--- src/rtl/trap_control.sv ---
// Machine-mode trap sequencer: accepts interrupts, exceptions and MRET from
// decode, then writes mepc/mcause and redirects fetch over a fixed number of cycles.
module trap_control #(
    parameter int XLEN           = 32,
    parameter int NUM_IRQ        = 4,
    parameter int IRQ_CAUSE_BASE = 16
) (
    input  logic               I_clk,
    input  logic               I_rst,
    input  logic               I_valid,
    input  logic               I_ecall,
    input  logic               I_ebreak,
    input  logic               I_illegalinst,
    input  logic               I_mret,
    input  logic [XLEN-1:0]    I_pc,
    input  logic [NUM_IRQ-1:0] I_irq,
    input  logic [NUM_IRQ-1:0] I_irqmask,
    input  logic               I_mie,
    input  logic [XLEN-1:0]    I_mtvec,
    input  logic [XLEN-1:0]    I_mepc,
    output logic               O_stall,
    output logic               O_csrwen,
    output logic [11:0]        O_csraddr,
    output logic [XLEN-1:0]    O_csrwdata,
    output logic               O_redirect,
    output logic [XLEN-1:0]    O_target,
    output logic               O_mieclear,
    output logic               O_mierestore,
    output logic               O_busy
);

    // state      | meaning
    // IDLE       | waiting for a valid instruction carrying an event
    // SAVE_EPC   | writing latched PC to mepc
    // SAVE_CAUSE | writing latched cause to mcause, clearing MIE
    // VECTOR     | redirecting fetch to the trap vector
    // RETURN     | redirecting fetch to mepc, restoring MIE
    typedef enum logic [2:0] {
        IDLE,
        SAVE_EPC,
        SAVE_CAUSE,
        VECTOR,
        RETURN
    } state_t;

    localparam logic [11:0]     CSR_MEPC   = 12'h341;
    localparam logic [11:0]     CSR_MCAUSE = 12'h342;
    localparam logic [XLEN-1:0] CAUSE_INTR = {1'b1, {(XLEN-1){1'b0}}};
    localparam logic [XLEN-1:0] CAUSE_ILL  = XLEN'(2);
    localparam logic [XLEN-1:0] CAUSE_BRK  = XLEN'(3);
    localparam logic [XLEN-1:0] CAUSE_ECL  = XLEN'(11);

    state_t             state;
    logic [XLEN-1:0]    pc_q;
    logic [XLEN-1:0]    cause_q;

    logic [NUM_IRQ-1:0] irq_pend;
    logic               irq_hit;
    logic [4:0]         irq_idx;
    logic               idle_ok;
    logic               trap_evt;
    logic               accept_trap;
    logic               accept_mret;
    logic [XLEN-1:0]    trap_cause;

    logic               unused_addr_bits;
    assign unused_addr_bits = ^{I_mtvec[1:0], I_mepc[0]};

    assign irq_pend = I_mie ? (I_irq & I_irqmask) : '0;

    // Scan downward so the lowest pending line is the last one written.
    always_comb begin
        irq_hit = 1'b0;
        irq_idx = '0;
        for (int i = NUM_IRQ - 1; i >= 0; i--) begin
            if (irq_pend[i]) begin
                irq_hit = 1'b1;
                irq_idx = 5'(i);
            end
        end
    end

    always_comb begin
        idle_ok     = (state == IDLE) && I_valid && !I_rst;
        trap_evt    = irq_hit || I_illegalinst || I_ebreak || I_ecall;
        accept_trap = idle_ok && trap_evt;
        accept_mret = idle_ok && !trap_evt && I_mret;
        if (irq_hit) begin
            trap_cause = CAUSE_INTR | (XLEN'(IRQ_CAUSE_BASE) + XLEN'(irq_idx));
        end else if (I_illegalinst) begin
            trap_cause = CAUSE_ILL;
        end else if (I_ebreak) begin
            trap_cause = CAUSE_BRK;
        end else begin
            trap_cause = CAUSE_ECL;
        end
    end

    always_ff @(posedge I_clk) begin
        if (I_rst) begin
            state   <= IDLE;
            pc_q    <= '0;
            cause_q <= '0;
        end else begin
            case (state)
                IDLE: begin
                    if (accept_trap) begin
                        pc_q    <= I_pc;
                        cause_q <= trap_cause;
                        state   <= SAVE_EPC;
                    end else if (accept_mret) begin
                        state <= RETURN;
                    end
                end
                SAVE_EPC:   state <= SAVE_CAUSE;
                SAVE_CAUSE: state <= VECTOR;
                VECTOR:     state <= IDLE;
                RETURN:     state <= IDLE;
                default:    state <= IDLE;
            endcase
        end
    end

    // Outputs decode straight from the state register and are forced low in reset.
    always_comb begin
        O_csrwen     = 1'b0;
        O_csraddr    = '0;
        O_csrwdata   = '0;
        O_redirect   = 1'b0;
        O_target     = '0;
        O_mieclear   = 1'b0;
        O_mierestore = 1'b0;
        O_busy       = 1'b0;
        O_stall      = 1'b0;
        if (!I_rst) begin
            O_busy  = (state != IDLE);
            O_stall = (state != IDLE) || accept_trap || accept_mret;
            case (state)
                SAVE_EPC: begin
                    O_csrwen   = 1'b1;
                    O_csraddr  = CSR_MEPC;
                    O_csrwdata = pc_q;
                end
                SAVE_CAUSE: begin
                    O_csrwen   = 1'b1;
                    O_csraddr  = CSR_MCAUSE;
                    O_csrwdata = cause_q;
                    O_mieclear = 1'b1;
                end
                VECTOR: begin
                    O_redirect = 1'b1;
                    O_target   = {I_mtvec[XLEN-1:2], 2'b00};
                end
                RETURN: begin
                    O_redirect   = 1'b1;
                    O_target     = {I_mepc[XLEN-1:1], 1'b0};
                    O_mierestore = 1'b1;
                end
                default: ;
            endcase
        end
    end

endmodule

--- config.mk ---
export PLATFORM = sky130hd
export DESIGN_NAME = trap_control
export DESIGN_NICKNAME = d
export VERILOG_FILES = /design/src/rtl/trap_control.sv
export SDC_FILE = /design/constraint.sdc
export NUM_CORES = 1
export LEC_CHECK = 0
export ABC_AREA = 1
export CORE_UTILIZATION = 35
export CTS_CLUSTER_SIZE = 12
export DETAILED_ROUTE_END_ITERATION = 8
export GPL_ROUTABILITY_DRIVEN = 0
export PLACE_DENSITY_LB_ADDON = 0.25
export SLEW_MARGIN = 20
export SYNTH_ARGS = -nofsm -noshare
export SYNTH_HDL_FRONTEND = slang
export SYNTH_SLANG_ARGS = --single-unit
export TNS_END_PERCENT = 10
--- constraint.sdc ---
create_clock -name I_clk -period 3.87 [get_ports I_clk]
set_input_delay 0.774 -clock I_clk [delete_from_list [all_inputs] [get_ports I_clk]]
set_output_delay 0.774 -clock I_clk [all_outputs]
set_load 0.02 [all_outputs]
Word-level counts from Yosys, hierarchy flattened. Cells that the tools add are included.

Equal/unequal tests: 5. $add $sub $neg: 1. Bitwise gates (word level): 1. Mux-type cells: 31. Reductions and logical operators: 17.

Operator list (count): 32-bit one-hot mux with 2 select lines (2); 32-bit two-way mux (3); 10-bit one-hot mux with 2 select lines (1); 5-bit two-way mux (3); 1-bit two-way mux (14); 4-bit two-way mux (3); 10-bit two-way mux (1); 3-bit one-hot mux with 3 select lines (1); 5-bit by 5-bit adder with 6-bit output (first input constant) (1); 3-bit by 2-bit == test with 1-bit output (second input constant) (2); 3-bit two-way mux (2); 1-bit logical AND (5); 1-bit logical OR (5); 4-bit bitwise AND (1); 2-bit OR reduction (2); 3-bit by 1-bit == test with 1-bit output (second input constant) (1); 3-bit == test (second input constant) (1); 3-bit logical NOT (1); 3-bit inequality test (second input constant) (1); 3-bit nonzero test (1); 1-bit logical NOT (2); 2-bit two-way mux (1); 2-bit AND reduction (1).

Output and inout bits: 82. Flip-flop bits (word level): 67. Word-level logic and storage cells: 58.

Depth between registers and ports, before layout.
Depth after elaboration: 15. Depth in mapped cells: 10. Mapped depth without buffers: 9.

Worst setup path before layout. No wires, ideal clock.

Path kind: input -> output. Start point: input I_rst. End point: output O_csrwdata[0]. Arrival: 1847 ps. Slack: 1249 ps. Data required time: 3096 ps. Path buffers: 0. Stages: 3. Path through: nor2_1 inv_1 o21ai_0.

Cells in the longest elaborated chain, start to end: 1.

Ends and longest elaborated chain: start: declaration (line 9) `input logic I_rst,`; 32-bit two-way mux (line 135) `if (!I_rst) begin`; end: declaration (line 24) `output logic [XLEN-1:0] O_csrwdata,`.

Every way passes these cells.

Worst setup path in the final report.
Start point: input I_rst. End point: output O_target[24].

Cells in the longest elaborated chain, start to end: 1.

Ends and longest elaborated chain: 32-bit two-way mux (line 135); end: declaration (line 26) `output logic [XLEN-1:0] O_target,`.

Every way passes these cells.

==> results.cfg <==
[global_route]
grt_usage_pct = 21.3
grt_util_met1_pct = 25.4
grtUsageMet2_pct = 38.6
first_global_vias = 2599
top_usage_layer = met2
grt-ovfl-total = 0
antenna_found_initial = 0
grt_pass1_wl_mm = 12.2
grt_start_max_net_pins = 40
met3_usage_pct = 4.65

[power]
power_mw = 1.06
p_per_area_mw_per_mm2 = 252
power.leakage_nw = 1.88
vdd_drop_max_mv = 0.217

[min_path]
hp-start = pc_q[14]$_SDFFE_PP0P_
hp-class = register to register
hold_end = pc_q[14]$_SDFFE_PP0P_
min_path_cells = 2

[layout]
nets = 670
diodes = 0
area_growth_syn_to_layout_pct = 81.2
drive_above_1_share_pct = 3.94

[clock_tree]
clock-root-buffer = clkbuf_8
clock-sinks = 39
postCtsHoldBufs = 0
clock_path_buffers = 2
cts_buffers = 5
cts_setup_buffers = 0
cts_tree = built
cts_resized = 0
htreeDepth = 2
clkLatencyLatePin_ps = 280
clk_pin_slew_worst_paths_ps = 70

[timing]
finalSetupTns_ps = 0
final.setup.worst_slack_ps = 241
fin_crit_sh_pct = 93.8
setup_violations = 0
fin_crit_ps = 3630
fin_worst_skew_ps = 7.91
fmax_ghz = 0.276
final_hold_viol_count = 0
slew_viol_final = 0
rsz0062_at_grt = false

[die]
pin_count = 194
start_util_pct = 36.4
rows = 29
dieHeight_um = 83.5
chipWidth_um = 83.5
dieArea_sq_mm = 0.00696
coreArea_sq_mm = 0.00639

[worst_setup_path]
critPathBufInv = 5
cpPeakStageDelay_ps = 650
timing.rr.end = cause_q[4]$_SDFFE_PP0P_
critPathRequiredTime_ps = 3100
worstSetupPathDepth = 8
reg2reg_setup_slack_ps = 2180
worstPathCellList = clkdlybuf4s50_1, inv_1, nand2_1, inv_1, buf_4, nand2_1, o21ai_0, clkdlybuf4s50_1
cp_max_fo = 31
cp_slowest_cell = clkdlybuf4s50_1
endpoint_kind = output port
reg2regPathDepth = 10
reg2reg_from = state[1]$_SDFFE_PP0P_
crit_arrival_ps = 2860
worstSetupPathType = primary input to output port
worst_path_dominant_cell_family = buffers and inverters
worstSetupStartpointType = primary input

[yosys]
synth_commonest_cells = 117 x nand2_1, 71 x inv_1, 40 x nand3_1, 39 x dfxtp_1
ys_types = 22
synth_ff_type = dfxtp_1
yosysMostFrequentCell = nand2_1
synth_area_leaders = dfxtp_1 34%, nand2_1 19%, inv_1 11%, nand3_1 8.6%, o21ai_0 7.8%
yosys_warnings = 0
synthArstFlopShare_pct = 0
syn-instance-count = 387
synth_area_per_cell_sq_um = 6.00
ys_seq_area_share_pct = 33.6
synth_top_cell_by_area = dfxtp_1
ys_ff_latch = 39
synth_area_sq_mm = 0.00232
synth_top_area_share_pct = 33.6
synth_enable_flop_cells = 0

[place]
hpwlAfterDp_mm = 5.91
place_ws_ps = 234
io_buffers = 182

[routing]
post_drt_wl_per_cell_um = 12.0
drtIter0Drc = 144
dr.pass1.iters = 4
routed_wl_mm = 7.62
drc = 0
viasPerCell = 4.44
num_vias = 2824
ant_nets = 0

[status]
outcome = finished clean

[job]
drv_cap = 0
[state kept, by name (all words and copies together) (netlist names)]
name and flops:
cause_q 4, pc_q 32, state 3
[how the worst max path moves through the flow]
stage                     startpoint       endpoint
final                          I_rst   O_target[24]
after floorplan                I_rst  O_csrwdata[0]
after global routing           I_rst   O_target[24]
after detailed placement       I_rst   O_target[24]
after global placement         I_rst    O_target[7]
after CTS                      I_rst   O_target[24]
[cell usage in the layout (no fill, tap or decap), types with 2 or more instances in the layout]
cell,count
nor2_1,36
dfxtp_1,39
nor2_4,2
clkdlybuf4s50_1,182
buf_4,7
nand2_1,117
o21ai_0,36
nand3_2,2
clkbuf_8,6
nor3_1,3
inv_1,71
nand3_1,40
a21oi_1,2
conb_1,8
[cell type report]
type / instances / area, sq um
multi-input combinational: 250 / 1080
fill: 595 / 2180
tap: 77 / 96.3
clock inverter: 1 / 8.76
clock buffer: 7 / 86.3
inverter: 73 / 277
timing repair buffer: 189 / 1870
sequential: 39 / 781
[routing by layer]
| layer | up-vias | part of all wire, % |
|---|---|---|
| li1 | 1478 | - |
| met1 | 1226 | 40 |
| met2 | 112 | 51 |
| met3 | 8 | 7.5 |
| met4 | 0 | 1.4 |
| met5 | - | 0 |
[cell families (layout without fill, tap and decap cells)]
family                 Yosys count  after routing  share of synthesized area (%)
buffers and inverters          105            270                           20.8
DFF                             39             39                           33.6
and+or+nand+nor                203            203                           36.9
AOI/OAI and AO/OA               39             39                           8.57
other                            1              8                          0.161
[power breakdown]
group          leakage (nW)  switching [mW]  total, mW  internal (mW)
clock                0.0484           0.133      0.279          0.146
combinational          1.51           0.148      0.319          0.171
sequential            0.321          0.0219      0.465          0.443
[worst min-delay path: stages (launching register included)]
cell     delay [ps]
dfxtp_1         320
nand3_2          60
nand2_1          40
[metrics by stage]
stage / cells / util [%] / hold WS [ps] / instance area [sq um]
floorplan: 394 / - / 422 / 2350
global placement: 628 / 64.4 / 436 / 4110
detailed placement: 628 / 64.4 / 453 / 4110
CTS: 636 / 65.9 / 463 / 4210
global route: 636 / 65.9 / 483 / 4210
finish: 636 / 65.9 / 460 / 4210
Power figures use the tool's default switching activity.
